## config.mk

```make
export PLATFORM = sky130hd
export DESIGN_NAME = mlp_layer_sequencer_flat
export DESIGN_NICKNAME = d
export VERILOG_FILES = /design/src/rtl/mlp_pkg.sv /design/src/rtl/mlp_layer_sequencer_if.sv /design/src/rtl/mlp_addr_gen.sv /design/src/rtl/mlp_layer_sequencer.sv /design/src/flat_wrapper.sv
export SDC_FILE = /design/constraint.sdc
export NUM_CORES = 1
export LEC_CHECK = 0
export ABC_AREA = 1
export CAP_MARGIN = 20
export CELL_PAD_IN_SITES_DETAIL_PLACEMENT = 1
export CELL_PAD_IN_SITES_GLOBAL_PLACEMENT = 1
export CORE_MARGIN = 2
export CORE_UTILIZATION = 44
export CTS_BUF_LIST = sky130_fd_sc_hd__clkbuf_8
export CTS_CLUSTER_SIZE = 14
export DETAILED_ROUTE_END_ITERATION = 10
export DONT_BUFFER_PORTS = 1
export PLACE_DENSITY = 0.78
export SETUP_SLACK_MARGIN = 0.2
export SYNTH_ARGS = -nofsm -noshare
export SYNTH_HDL_FRONTEND = slang
export SYNTH_SLANG_ARGS = --single-unit
export TNS_END_PERCENT = 100
```

## constraint.sdc

```tcl
create_clock -name clk -period 2.4 [get_ports clk]
set_clock_uncertainty 0.15 [all_clocks]
set_input_delay 0.48 -clock clk [delete_from_list [all_inputs] [get_ports clk]]
set_output_delay 0.48 -clock clk [all_outputs]
set_load 0.01 [all_outputs]
```

## src/rtl/mlp_pkg.sv

```systemverilog
// Shared constants and state encoding for the two-layer MLP MAC sequencer.
package mlp_pkg;

  localparam int IN_NR      = 196;
  localparam int HL_NEURONS = 32;
  localparam int OL_NEURONS = 10;

  localparam int OL_W_BASE = IN_NR * HL_NEURONS;
  localparam int OL_B_BASE = HL_NEURONS;

  // Per-neuron cost: CLR + fan-in MAC cycles + DRAIN + BIAS + ACT + WRITE.
  localparam int HL_NEURON_CYCLES = IN_NR + 5;
  localparam int OL_NEURON_CYCLES = HL_NEURONS + 5;
  localparam int RUN_CYCLES = HL_NEURONS * HL_NEURON_CYCLES + OL_NEURONS * OL_NEURON_CYCLES + 1;

  typedef enum logic [2:0] {
    S_IDLE,
    S_CLR,
    S_MAC,
    S_DRAIN,
    S_BIAS,
    S_ACT,
    S_WRITE,
    S_DONE
  } state_t;

endpackage

```

## src/rtl/mlp_layer_sequencer_if.sv

```systemverilog
// Handshake and datapath-control bundle between the feed-forward FSM and the layer sequencer.
interface mlp_layer_sequencer_if #(
  parameter int ADDR_W = 13
);
  logic              start;
  logic              busy;
  logic              done;
  logic              layer;
  logic [ADDR_W-1:0] w_addr;
  logic [7:0]        src_idx;
  logic [5:0]        b_addr;
  logic              mac_clr;
  logic              mac_en;
  logic              bias_add;
  logic              act_wr;
  logic [5:0]        act_idx;

  modport master (
    output start,
    input  busy, done, layer, w_addr, src_idx, b_addr,
    input  mac_clr, mac_en, bias_add, act_wr, act_idx
  );

  modport slave (
    input  start,
    output busy, done, layer, w_addr, src_idx, b_addr,
    output mac_clr, mac_en, bias_add, act_wr, act_idx
  );
endinterface

```

## src/rtl/mlp_addr_gen.sv

```systemverilog
// Address/index counters for the MLP sequencer: weight address, input index, neuron and layer.
module mlp_addr_gen
  import mlp_pkg::*;
#(
  parameter int ADDR_W = 13
) (
  input  logic              clk,
  input  logic              reset,
  input  state_t            state,
  input  logic              launch,
  output logic              layer,
  output logic [ADDR_W-1:0] w_addr,
  output logic [7:0]        src_idx,
  output logic [5:0]        b_addr,
  output logic [5:0]        act_idx,
  output logic              in_last,
  output logic              neuron_last
);

  localparam logic [7:0]        HL_LAST_IN = 8'(IN_NR - 1);
  localparam logic [7:0]        OL_LAST_IN = 8'(HL_NEURONS - 1);
  localparam logic [5:0]        HL_LAST_N  = 6'(HL_NEURONS - 1);
  localparam logic [5:0]        OL_LAST_N  = 6'(OL_NEURONS - 1);
  localparam logic [ADDR_W-1:0] HL_STEP    = ADDR_W'(IN_NR);
  localparam logic [ADDR_W-1:0] OL_STEP    = ADDR_W'(HL_NEURONS);
  localparam logic [ADDR_W-1:0] OL_BASE    = ADDR_W'(OL_W_BASE);
  localparam logic [5:0]        B_OFS      = 6'(OL_B_BASE);

  logic [ADDR_W-1:0] w_cnt_reg;
  logic [ADDR_W-1:0] base_reg;
  logic [7:0]        in_cnt_reg;
  logic [5:0]        neuron_reg;
  logic              layer_reg;
  logic [5:0]        b_addr_reg;
  logic [5:0]        act_idx_reg;

  assign in_last     = (in_cnt_reg == (layer_reg ? OL_LAST_IN : HL_LAST_IN));
  assign neuron_last = (neuron_reg == (layer_reg ? OL_LAST_N : HL_LAST_N));

  // base_reg walks neuron by neuron so the weight base never needs a multiplier.
  always_ff @(posedge clk) begin
    if (reset) begin
      w_cnt_reg   <= '0;
      base_reg    <= '0;
      in_cnt_reg  <= '0;
      neuron_reg  <= '0;
      layer_reg   <= 1'b0;
      b_addr_reg  <= '0;
      act_idx_reg <= '0;
    end else begin
      if (launch) begin
        base_reg   <= '0;
        neuron_reg <= '0;
        layer_reg  <= 1'b0;
      end
      case (state)
        S_CLR: begin
          w_cnt_reg  <= base_reg;
          in_cnt_reg <= '0;
        end
        S_MAC: begin
          if (!in_last) begin
            w_cnt_reg  <= w_cnt_reg + ADDR_W'(1);
            in_cnt_reg <= in_cnt_reg + 8'd1;
          end
        end
        S_DRAIN: b_addr_reg <= layer_reg ? (B_OFS + neuron_reg) : neuron_reg;
        S_ACT:   act_idx_reg <= neuron_reg;
        S_WRITE: begin
          if (neuron_last) begin
            neuron_reg <= '0;
            if (!layer_reg) begin
              layer_reg <= 1'b1;
              base_reg  <= OL_BASE;
            end
          end else begin
            neuron_reg <= neuron_reg + 6'd1;
            base_reg   <= base_reg + (layer_reg ? OL_STEP : HL_STEP);
          end
        end
        default: ;
      endcase
    end
  end

  assign layer   = layer_reg;
  assign w_addr  = w_cnt_reg;
  assign src_idx = in_cnt_reg;
  assign b_addr  = b_addr_reg;
  assign act_idx = act_idx_reg;

endmodule

```

## src/rtl/mlp_layer_sequencer.sv

```systemverilog
// Control FSM driving one shared MAC datapath through the 196->32 and 32->10 MLP layers.
module mlp_layer_sequencer
  import mlp_pkg::*;
#(
  parameter int ADDR_W = 13
) (
  input  logic                  clk,
  input  logic                  reset,
  mlp_layer_sequencer_if.slave  bus
);

  state_t state_reg;
  state_t state_next;

  logic busy_reg;
  logic done_reg;
  logic mac_clr_reg;
  logic w_valid_reg;
  logic mac_en_reg;
  logic bias_add_reg;
  logic act_wr_reg;

  logic              launch;
  logic              in_last;
  logic              neuron_last;
  logic              layer;
  logic [ADDR_W-1:0] w_addr;
  logic [7:0]        src_idx;
  logic [5:0]        b_addr;
  logic [5:0]        act_idx;

  assign launch = (state_reg == S_IDLE) && bus.start;

  mlp_addr_gen #(
    .ADDR_W (ADDR_W)
  ) u_addr_gen (
    .clk         (clk),
    .reset       (reset),
    .state       (state_reg),
    .launch      (launch),
    .layer       (layer),
    .w_addr      (w_addr),
    .src_idx     (src_idx),
    .b_addr      (b_addr),
    .act_idx     (act_idx),
    .in_last     (in_last),
    .neuron_last (neuron_last)
  );

  always_comb begin
    state_next = state_reg;
    case (state_reg)
      S_IDLE:  if (bus.start) state_next = S_CLR;
      S_CLR:   state_next = S_MAC;
      S_MAC:   if (in_last) state_next = S_DRAIN;
      S_DRAIN: state_next = S_BIAS;
      S_BIAS:  state_next = S_ACT;
      S_ACT:   state_next = S_WRITE;
      S_WRITE: state_next = (neuron_last && layer) ? S_DONE : S_CLR;
      S_DONE:  state_next = S_IDLE;
      default: state_next = S_IDLE;
    endcase
  end

  // Strobes are registered from the next state so they line up with state_reg.
  // mac_en trails the address-valid cycle to match the 1-cycle ROM/mux latency.
  always_ff @(posedge clk) begin
    if (reset) begin
      state_reg    <= S_IDLE;
      busy_reg     <= 1'b0;
      done_reg     <= 1'b0;
      mac_clr_reg  <= 1'b0;
      w_valid_reg  <= 1'b0;
      mac_en_reg   <= 1'b0;
      bias_add_reg <= 1'b0;
      act_wr_reg   <= 1'b0;
    end else begin
      state_reg    <= state_next;
      busy_reg     <= (state_next != S_IDLE);
      done_reg     <= (state_next == S_DONE);
      mac_clr_reg  <= (state_next == S_CLR);
      w_valid_reg  <= (state_next == S_MAC);
      mac_en_reg   <= w_valid_reg;
      bias_add_reg <= (state_next == S_ACT);
      act_wr_reg   <= (state_next == S_WRITE);
    end
  end

  assign bus.busy     = busy_reg;
  assign bus.done     = done_reg;
  assign bus.layer    = layer;
  assign bus.w_addr   = w_addr;
  assign bus.src_idx  = src_idx;
  assign bus.b_addr   = b_addr;
  assign bus.mac_clr  = mac_clr_reg;
  assign bus.mac_en   = mac_en_reg;
  assign bus.bias_add = bias_add_reg;
  assign bus.act_wr   = act_wr_reg;
  assign bus.act_idx  = act_idx;

endmodule

```

## src/flat_wrapper.sv

```systemverilog
// flat-port wrapper written by rule: the top's interface ports become plain ports
module mlp_layer_sequencer_flat import mlp_pkg::*;
#(
  parameter int ADDR_W = 13
)
  (clk, reset, bus_start, bus_busy, bus_done, bus_layer, bus_w_addr, bus_src_idx, bus_b_addr, bus_mac_clr, bus_mac_en, bus_bias_add, bus_act_wr, bus_act_idx);
  mlp_layer_sequencer_if #(.ADDR_W(ADDR_W)) bus_i ();
  input  logic clk;
  input  logic reset;
  input wire logic [$bits(bus_i.start)-1:0] bus_start;
  output wire logic [$bits(bus_i.busy)-1:0] bus_busy;
  output wire logic [$bits(bus_i.done)-1:0] bus_done;
  output wire logic [$bits(bus_i.layer)-1:0] bus_layer;
  output wire logic [$bits(bus_i.w_addr)-1:0] bus_w_addr;
  output wire logic [$bits(bus_i.src_idx)-1:0] bus_src_idx;
  output wire logic [$bits(bus_i.b_addr)-1:0] bus_b_addr;
  output wire logic [$bits(bus_i.mac_clr)-1:0] bus_mac_clr;
  output wire logic [$bits(bus_i.mac_en)-1:0] bus_mac_en;
  output wire logic [$bits(bus_i.bias_add)-1:0] bus_bias_add;
  output wire logic [$bits(bus_i.act_wr)-1:0] bus_act_wr;
  output wire logic [$bits(bus_i.act_idx)-1:0] bus_act_idx;
  assign bus_i.start = bus_start;
  assign bus_busy = bus_i.busy;
  assign bus_done = bus_i.done;
  assign bus_layer = bus_i.layer;
  assign bus_w_addr = bus_i.w_addr;
  assign bus_src_idx = bus_i.src_idx;
  assign bus_b_addr = bus_i.b_addr;
  assign bus_mac_clr = bus_i.mac_clr;
  assign bus_mac_en = bus_i.mac_en;
  assign bus_bias_add = bus_i.bias_add;
  assign bus_act_wr = bus_i.act_wr;
  assign bus_act_idx = bus_i.act_idx;
  mlp_layer_sequencer #(.ADDR_W(ADDR_W)) u_core (.clk(clk), .reset(reset), .bus(bus_i));
endmodule
```

==> After elaboration in Yosys (flattened, before gate mapping) <==
Cells that the tools add are included.
{ "totals": {"reg_bits": 63, "output_inout_bits": 40} }
{ "classes": {"n_mux": 23, "eq_ne": 15, "n_addsub": 5, "reduce_logical": 7} }
{ "op_table": {"columns": ["cell", "n"], "rows": [
  ["13-bit 2-to-1 mux", 5],
  ["13-bit one-hot mux with 2 select lines", 1],
  ["6-bit 2-to-1 mux", 4],
  ["8-bit 2-to-1 mux", 3],
  ["3-bit one-hot mux with 8 select lines", 1],
  ["3-bit == test (second input constant)", 7],
  ["8-bit one-hot mux with 2 select lines", 1],
  ["13-bit by 1-bit adder with 13-bit output (second input constant)", 1],
  ["13-bit by 8-bit adder with 13-bit output", 1],
  ["3-bit by 2-bit == test with 1-bit output (second input constant)", 3],
  ["3-bit 2-to-1 mux", 3],
  ["8-bit by 1-bit adder with 8-bit output (second input constant)", 1],
  ["8-bit == test", 1],
  ["6-bit by 1-bit adder with 6-bit output (second input constant)", 1],
  ["6-bit adder (first input constant)", 1],
  ["3-bit by 1-bit == test with 1-bit output (second input constant)", 2],
  ["6-bit by 5-bit == test with 1-bit output", 1],
  ["5-bit 2-to-1 mux", 1],
  ["1-bit 2-to-1 mux", 4],
  ["2-bit nonzero test", 2],
  ["3-bit zero test", 1],
  ["3-bit nonzero test", 1],
  ["1-bit logical AND", 2],
  ["2-bit inequality test (second input constant)", 1],
  ["2-bit AND reduction", 1]
]} }

==> Logic depth before layout (Yosys ltp) <==
Gate-level depths: netlist (run 1).
{ "logic_depth": {"word_depth": 6, "ltp_mapped": 12, "mapped_depth_nobuf": 11} }

==> By module <==
From an unflattened synthesis (run 1), not the netlist that was laid out.
{ "unflattened": {"hier_cells": 546, "area_unflattened_um2": 3508.4} }
{ "modules_own_cells": {"columns": ["module", "cells_each", "seq_area_each_um2", "area_each_um2", "n_inst"], "rows": [
  ["mlp_addr_gen", 494, 1061.0, 3114.2, 1],
  ["mlp_layer_sequencer", 52, 200.2, 394.1, 1]
]} }

==> Least setup slack after synthesis (run 1) <==
OpenSTA, ideal clock, no wires.
{ "synth_path": {"path_type": "register to register", "start": "register u_core.u_addr_gen.layer_reg, in the netlist u_core.u_addr_gen.layer", "end": "register u_core.u_addr_gen.base_reg[9]", "path_buffers": 1, "stages_incl_launch_ff": 11, "setup_ns": 0.132, "arrival_time_ns": 1.633, "slack_ns": 0.485, "cell_sequence": "dfxtp_1 buf_4 inv_1 ha_1 inv_1 o21ai_0 nand2_1 nand3_1 nand2_1 nand3_1 a21oi_1"} }
{ "synth_via": {"elab_chain_len": 4, "elab_cells_between_ends": 7, "cone_classes": "1 x add/sub; 1 x eq/ne; 5 x mux"} }
{ "synth_rtl": {"columns": ["element", "line_no", "text"], "rows": [
  ["from (decl)", "mlp_addr_gen.sv:33", "logic layer_reg;"],
  ["from (signal assigned)", "mlp_addr_gen.sv:47", "layer_reg <= 1'b0;"],
  ["from (signal assigned)", "mlp_addr_gen.sv:54", "layer_reg <= 1'b0;"],
  ["from (signal assigned)", "mlp_addr_gen.sv:73", "layer_reg <= 1'b1;"],
  ["8-bit 2-to-1 mux / 5-bit 2-to-1 mux (equally long branches)", "mlp_addr_gen.sv:78, mlp_addr_gen.sv:38", null],
  ["13-bit by 8-bit adder with 13-bit output / 6-bit by 5-bit == test with 1-bit output (equally long branches)", "mlp_addr_gen.sv:78, mlp_addr_gen.sv:38", null],
  ["13-bit 2-to-1 mux (*)", "mlp_addr_gen.sv:70", "if (neuron_last) begin"],
  ["13-bit 2-to-1 mux (*)", "mlp_addr_gen.sv:56", "case (state)"],
  ["to (signal assigned)", "mlp_addr_gen.sv:78", "base_reg <= base_reg + (layer_reg ? OL_STEP : HL_STEP);"],
  ["to (decl)", "mlp_addr_gen.sv:30", "logic [ADDR_W-1:0] base_reg;"]
]} }
Mark *: on every way between the ends. The rest lies on a longest branch, timed or not.
A chain may end at the register's enable or synchronous reset.

==> Worst setup path in the final report (run 1) <==
{ "layout_path": {"start": "register u_core.state_reg[2]", "end": "register u_core.u_addr_gen.in_cnt_reg[6], in the netlist u_core.u_addr_gen.src_idx[6]"} }
{ "layout_via": {"elab_chain_len": 3, "elab_cells_between_ends": 6, "cone_classes": "3 x eq/ne; 1 x mux; 2 x reduce/logical"} }
{ "layout_rtl": {"columns": ["element", "line_no", "text"], "rows": [
  ["from (decl)", "mlp_layer_sequencer.sv:12", "state_t state_reg;"],
  ["from (signal assigned)", "mlp_layer_sequencer.sv:78", "state_reg <= state_next;"],
  ["3-bit by 2-bit == test with 1-bit output / 3-bit by 1-bit == test with 1-bit output (equally long branches)", "mlp_addr_gen.sv:56", null],
  ["2-bit inequality test (no line) / 2-bit nonzero test (equally long branches)", null, null],
  ["2-bit AND reduction (no line)", null, null],
  ["to (signal assigned)", "mlp_addr_gen.sv:64", "in_cnt_reg <= in_cnt_reg + 8'd1;"],
  ["to (decl)", "mlp_addr_gen.sv:31", "logic [7:0] in_cnt_reg;"]
]} }
Parallel ways exist; a longest one is shown, timed or not.

==> out/metrics.yaml, run 1 <==
setup_path:
  worst_ep_required_time_ns: 2.53
  critPathMaxStageDelay_ns: 0.54
  worst_path_max_delay_cell: "dfxtp_1"
  setup.worst_path.end_class: "register"
  cp_max_fo: 21
  r2r-start: "u_core.state_reg[2]"
  crit_family: "buffers and inverters"
  crit_chain: "inv_1 -> nand2_1 -> inv_2 -> buf_4 -> a21boi_2 -> buf_4 -> nand2_1 -> a21oi_1"
  reg2regPathDepth: 8
  criticalPathCategory: "register to register"
  startpoint_type: "register"
  cp_num_buf_inv: 4
  rrSetupSlack_ns: 0.42
  r2r-end: "u_core.u_addr_gen.src_idx[6]"
  cp.arrival_ns: 2.11
place:
  io_buffers: 0
  place_area_sq_mm: 0.00340
  place_hpwl_um: 6690
  place.gp.congestion: 0.812
  pre_cts_ws_ns: 0.330
synth:
  synth-edff-count: 0
  ys.flop_type: "dfxtp_1"
  synth.distinct_cells: 27
  synth_top_area_share_pct: 37.9
  async_reset_ff_share_pct: 0
  synth_commonest_cells: "nand2_1, nor2_1, dfxtp_1"
  synth_nets: 524
  yosysSeqAreaShare_pct: 37.9
  synthTopCellsByArea: "dfxtp_1, nand2_1, nor2_1, nand3_1, inv_1"
  synth.avg_cell_area_sq_um: 6.48
  synth_top_area_cell: "dfxtp_1"
  yosys_register_bits: 63
  synth_cells: 513
  synthesis.area_sq_mm: 0.00332
  ys_warn_count: 0
  yosys.cell_count.top_type: "nand2_1"
timing:
  period_share_pct: 82.6
  fin_tns_setup_ns: 0
  worst_pin_slew_ns: 0.509
  fin_crit_ns: 1.98
  maxSlewViolCount: 0
  fmax_ghz: 0.504
  rsz0062_at_grt: "yes"
  slew_headroom_pct: 66.0
  setup_viol_count_final: 0
  finalHoldViolations: 0
  finalHoldWorstSlack_ns: 0.0400
  fin_ws_ns: 0.418
clock_tree:
  cts_buffers: 9
  ctsHoldBuffers: 0
  cts.repair.resized: 0
  post_cts_buffers: 0
  clockBufferDepth: 2
  clock_sinks: 63
  clk_pin_slew_ns: 0.08
  cts_tree: "done"
  cts_max_level: 3
  cts_root_buf: "clkbuf_8"
  clkLatencyLatePin_ns: 0.35
cells_and_area:
  fill_cells: 1015
  syn2layout_area_growth_pct: 8.77
  antenna_cells: 0
  fin_util_pct: 49.6
  drive_above_1_share_pct: 6.56
  seqCellArea_sq_mm: 0.00126
  nets: 524
  multi_input_area_sq_mm: 0.00173
  stdcell_area_sq_mm: 0.00362
die:
  ioPinCount: 43
  die_area_sq_mm: 0.00827
  core_sq_mm: 0.00729
  core.rowCount: 31
  die_h_um: 90.9
  start_util_pct: 45.6
  die_w_um: 90.9
detailed_routing:
  wire_per_inst_um: 15.2
  ant_nets: 0
  first_pass_iters: 4
  dr_total_vias: 3270
  drt_iter0_markers: 134
  drc: 0
  wl_um: 9360
  vias_per_cell: 5.30
power:
  leakage_nw: 1.61
  vdd_drop_max_mv: 0.295
  power_density_mw_per_mm2: 659
global_routing:
  grt_overflow: 0
  grt_pass1_vias: 3418
  antenna_found_initial: 0
  grt_max_degree: 30
  track_usage_pct: 24.4
  grt_pass1_wl_um: 16300
run_status:
  status: "completed"
min_path:
  hold_path_startpoint: "reset"
  hold_class: "primary input to register"
  min_to: "u_core.u_addr_gen.act_idx[4]"
  hold_depth: 1
flow_run:
  max-cap-violations: 0
-- power by group --
group / internal, W / switching, W / leakage, nW
sequential: 0.00109 / 0.0000716 / 0.511
combinational: 0.0000633 / 0.000142 / 0.993
clock: 0.000577 / 0.000442 / 0.106
total: 0.00173 / 0.000655 / 1.61
-- worst max path at each step --
stage / depth (start not counted) / slack [ns] / from / to
2_1_floorplan: 10 / 0.49 / u_core.u_addr_gen.layer / u_core.u_addr_gen.base_reg[9]
3_3_place_gp: 8 / 0.38 / u_core.u_addr_gen.src_idx[0] / u_core.u_addr_gen.w_addr[9]
3_5_place_dp: 8 / 0.33 / u_core.u_addr_gen.src_idx[0] / u_core.u_addr_gen.w_addr[2]
4_1_cts: 8 / 0.26 / u_core.u_addr_gen.src_idx[0] / u_core.u_addr_gen.w_addr[7]
5_1_grt: 8 / 0.18 / u_core.u_addr_gen.w_addr[0] / u_core.u_addr_gen.w_addr[12]
6_report: 8 / 0.42 / u_core.state_reg[2] / u_core.u_addr_gen.src_idx[6]
-- stage by stage --
| stage | power, W | instances |
|---|---|---|
| 2_1_floorplan | 0.00134 | 513 |
| 3_3_place_gp | 0.00137 | 601 |
| 3_5_place_dp | 0.00139 | 601 |
| 4_1_cts | 0.00240 | 617 |
| 5_1_grt | 0.00250 | 617 |
| 6_report | 0.00238 | 617 |
-- area by class of cell --
| cell class | instances | area share, % |
|---|---|---|
| flip-flops and latches | 63 | 34.9 |
| clock buffers | 9 | 3.43 |
| clock inverters | 7 | 2.46 |
| well taps | 99 | 3.43 |
| multi-input cells | 371 | 47.9 |
| repair buffers | 8 | 1.66 |
| inverters | 60 | 6.23 |
-- worst register-to-register path, delay by kind of cell (launching register included) --
kind	cells	cell delay, ns
compound gates	2	0.32
buf+inv	4	0.65
flops	1	0.54
simple gates	2	0.26
-- placed cells by master, fill, tap and decap left out, types with 3 or more instances in the layout --
cell,count
nand2_1,139
nor2_1,66
dfxtp_1,63
inv_1,58
nand3_1,43
a21oi_1,40
o21ai_0,36
nand4_1,10
clkbuf_8,9
ha_1,8
buf_4,8
xor2_1,7
inv_2,3
nor2_2,3
o21ai_1,3
nor3_1,3
-- routing by layer --
layer	wire length, um	vias to the layer above	GRT usage [%]
met3	316	14	5.76
li1	-	1643	-
met2	4440	42	40.6
met5	0	-	0
met1	4440	1571	31.1
met4	161	0	7.83
-- cell families after synthesis --
group / share of synthesized area [%]
and+or+nand+nor: 33.9
xor gates and xnor gates: 2.37
adders and majority gates: 3.01
buffers and inverters: 10.1
DFF: 37.9
AOI/OAI and AO/OA: 12.6
Power figures use the tool's default switching activity.
==> run 2: changes to the inputs <==
- clock period: 2.4 -> 2 ns (I/O delays scaled with it)
==> run 2 against run 1 <==
Power increased by 30%. Cell area rose by 10%. Die area unchanged. Maximum frequency up 8.0%. Sequential power is 19% higher. Cell count grew 3.7%. Clock-buffer cell count stayed put. Sequential share of layout area shrank 3.0 points. Sequential cell count is the same. Worst hold slack improved by 0.12 ns. Critical path type unchanged.
==> out/metrics.yaml, run 2 (synthesis results as in run 1) <==
run_status:
  status: "completed"  # unchanged
die:
  ioPinCount: 43  # unchanged
  die_area_sq_mm: 0.00827  # unchanged
  core_sq_mm: 0.00729  # unchanged
  die_w_um: 90.9  # unchanged
  die_h_um: 90.9  # unchanged
  start_util_pct: 45.6  # unchanged
  core.rowCount: 31  # unchanged
clock_tree:
  clock_sinks: 63  # unchanged
  clkLatencyLatePin_ns: 0.34  # was 0.35 ns
  cts_max_level: 3  # unchanged
  cts_buffers: 9  # unchanged
  cts_tree: "done"  # unchanged
  clk_pin_slew_ns: 0.08  # about the same
  cts_root_buf: "clkbuf_8"  # unchanged
  clockBufferDepth: 2  # unchanged
timing:
  setup_viol_count_final: 0  # unchanged
  worst_pin_slew_ns: 0.348  # was 0.509 ns
  rsz0062_at_grt: "yes"  # unchanged
  finalHoldViolations: 0  # unchanged
  fin_crit_ns: 1.83  # was 1.98 ns
  period_share_pct: 91.7  # was 82.6%
  fmax_ghz: 0.545  # was 0.504 GHz
  maxSlewViolCount: 0  # unchanged
  fin_tns_setup_ns: 0  # unchanged
  finalHoldWorstSlack_ns: 0.164  # was 0.0400 ns
  slew_headroom_pct: 76.8  # was 66.0%
power:
  vdd_drop_max_mv: 0.426  # was 0.295 mV
  power_density_mw_per_mm2: 775  # was 659 mW/mm^2
  leakage_nw: 1.75  # was 1.61 nW
global_routing:
  grt_overflow: 0  # unchanged
  grt_pass1_wl_um: 16900  # was 16,300 um
  antenna_found_initial: 0  # unchanged
  track_usage_pct: 25.3  # was 24.4%
  grt_pass1_vias: 3452  # was 3,418
  grt_max_degree: 29  # was 30
setup_path:
  cp.arrival_ns: 1.93  # was 2.11 ns
  criticalPathCategory: "register to register"  # unchanged
  r2r-start: "u_core.u_addr_gen.layer"  # was u_core.state_reg[2]
  setup.worst_path.end_class: "register"  # unchanged
  r2r-end: "u_core.u_addr_gen.base_reg[12]"  # was u_core.u_addr_gen.src_idx[6]
  cp_max_fo: 4  # was 21
  worst_ep_required_time_ns: 2.09  # was 2.53 ns
  rrSetupSlack_ns: 0.17  # was 0.42 ns
  startpoint_type: "register"  # unchanged
  reg2regPathDepth: 11  # was 8
cells_and_area:
  antenna_cells: 0  # unchanged
  syn2layout_area_growth_pct: 19.9  # was 8.77%
  drive_above_1_share_pct: 17.6  # was 6.56%
  nets: 547  # was 524
  final_cell_mix: "nand2_1, nor2_1, dfxtp_1"  # unchanged
  final_common_cell: "nand2_1"  # unchanged
place:
  io_buffers: 0  # unchanged
  place_hpwl_um: 7200  # was 6690 um
  place.gp.congestion: 0.876  # was 0.812
detailed_routing:
  drc: 0  # unchanged
  dr_total_vias: 3435  # was 3,270
  drt_iter0_markers: 88  # was 134
  first_pass_iters: 4  # unchanged
  ant_nets: 0  # unchanged
  wire_per_inst_um: 16.6  # was 15.2 um
  vias_per_cell: 5.37  # was 5.30
  wl_um: 10600  # was 9360 um
min_path:
  hold_class: "primary input to register"  # unchanged
  min_to: "u_core.u_addr_gen.b_addr[1]"  # was u_core.u_addr_gen.act_idx[4]
  hold_depth: 3  # was 1
  hold_path_startpoint: "reset"  # unchanged
flow_run:
  max-cap-violations: 0  # unchanged
[run 2: layout make-up]
class / count / area (sq um)
multi-input cells: 371 / 1850
well taps: 99 / 124
inverters: 60 / 234
fillers: 1010 / 3310
flip-flops and latches: 63 / 1270
repair buffers: 31 / 260
clock inverters: 7 / 120
clock buffers: 9 / 124
[run 2: how the worst max path moves through the flow]
stage | slack [ns] | start | to
2_1_floorplan | 0.20 | u_core.u_addr_gen.layer | u_core.u_addr_gen.base_reg[10]
3_3_place_gp | 0.18 | u_core.u_addr_gen.layer | u_core.u_addr_gen.base_reg[7]
3_5_place_dp | 0.17 | u_core.u_addr_gen.layer | u_core.u_addr_gen.base_reg[7]
4_1_cts | 0.19 | u_core.u_addr_gen.layer | u_core.u_addr_gen.base_reg[12]
5_1_grt | 0.02 | u_core.u_addr_gen.layer | u_core.u_addr_gen.w_addr[4]
6_report | 0.17 | u_core.u_addr_gen.layer | u_core.u_addr_gen.base_reg[12]
[run 2: critical path, cell delays in order (launching register included)]
cell,delay [ns]
dfxtp_2,0.37
clkinvlp_4,0.19
ha_4,0.33
inv_2,0.05
o21ai_4,0.17
a21oi_2,0.06
nand2_2,0.10
nand2_2,0.06
nand2_1,0.06
nand2_1,0.05
nor2_1,0.11
nor2_1,0.04
[run 2: per-layer routing]
metal	GRT usage (%)	wire, um	up-vias
li1	-	-	1687
met1	32.1	4710	1679
met2	43.4	5370	59
met3	5.26	436	10
met4	7.32	131	0
met5	0	0	-
[run 2: through the flow]
stage	instances	total power [W]	util (%)	cell area [sq um]	setup slack [ns]
2_1_floorplan	513	0.00160	-	3360	0.204
3_3_place_gp	611	0.00167	48.0	3500	0.183
3_5_place_dp	611	0.00169	48.0	3500	0.167
4_1_cts	628	0.00308	52.0	3790	0.191
5_1_grt	640	0.00321	54.7	3990	0.0159
6_report	640	0.00309	54.7	3990	0.165
[run 2: timing repair]
action / in CTS / in global routing
buffers inserted: 0 / 12
pin swaps: 1 / 13
resized for setup: 6 / 41
endpoints found under the setup margin: 11 / 41
hold buffers: 1 / 0
hold endpoints to repair: 28 / 0
[run 2: where the power goes]
part           internal, W  switching, W  leakage, nW
clock             0.000832      0.000556        0.120
combinational     0.000114      0.000210         1.12
sequential         0.00131     0.0000707        0.515
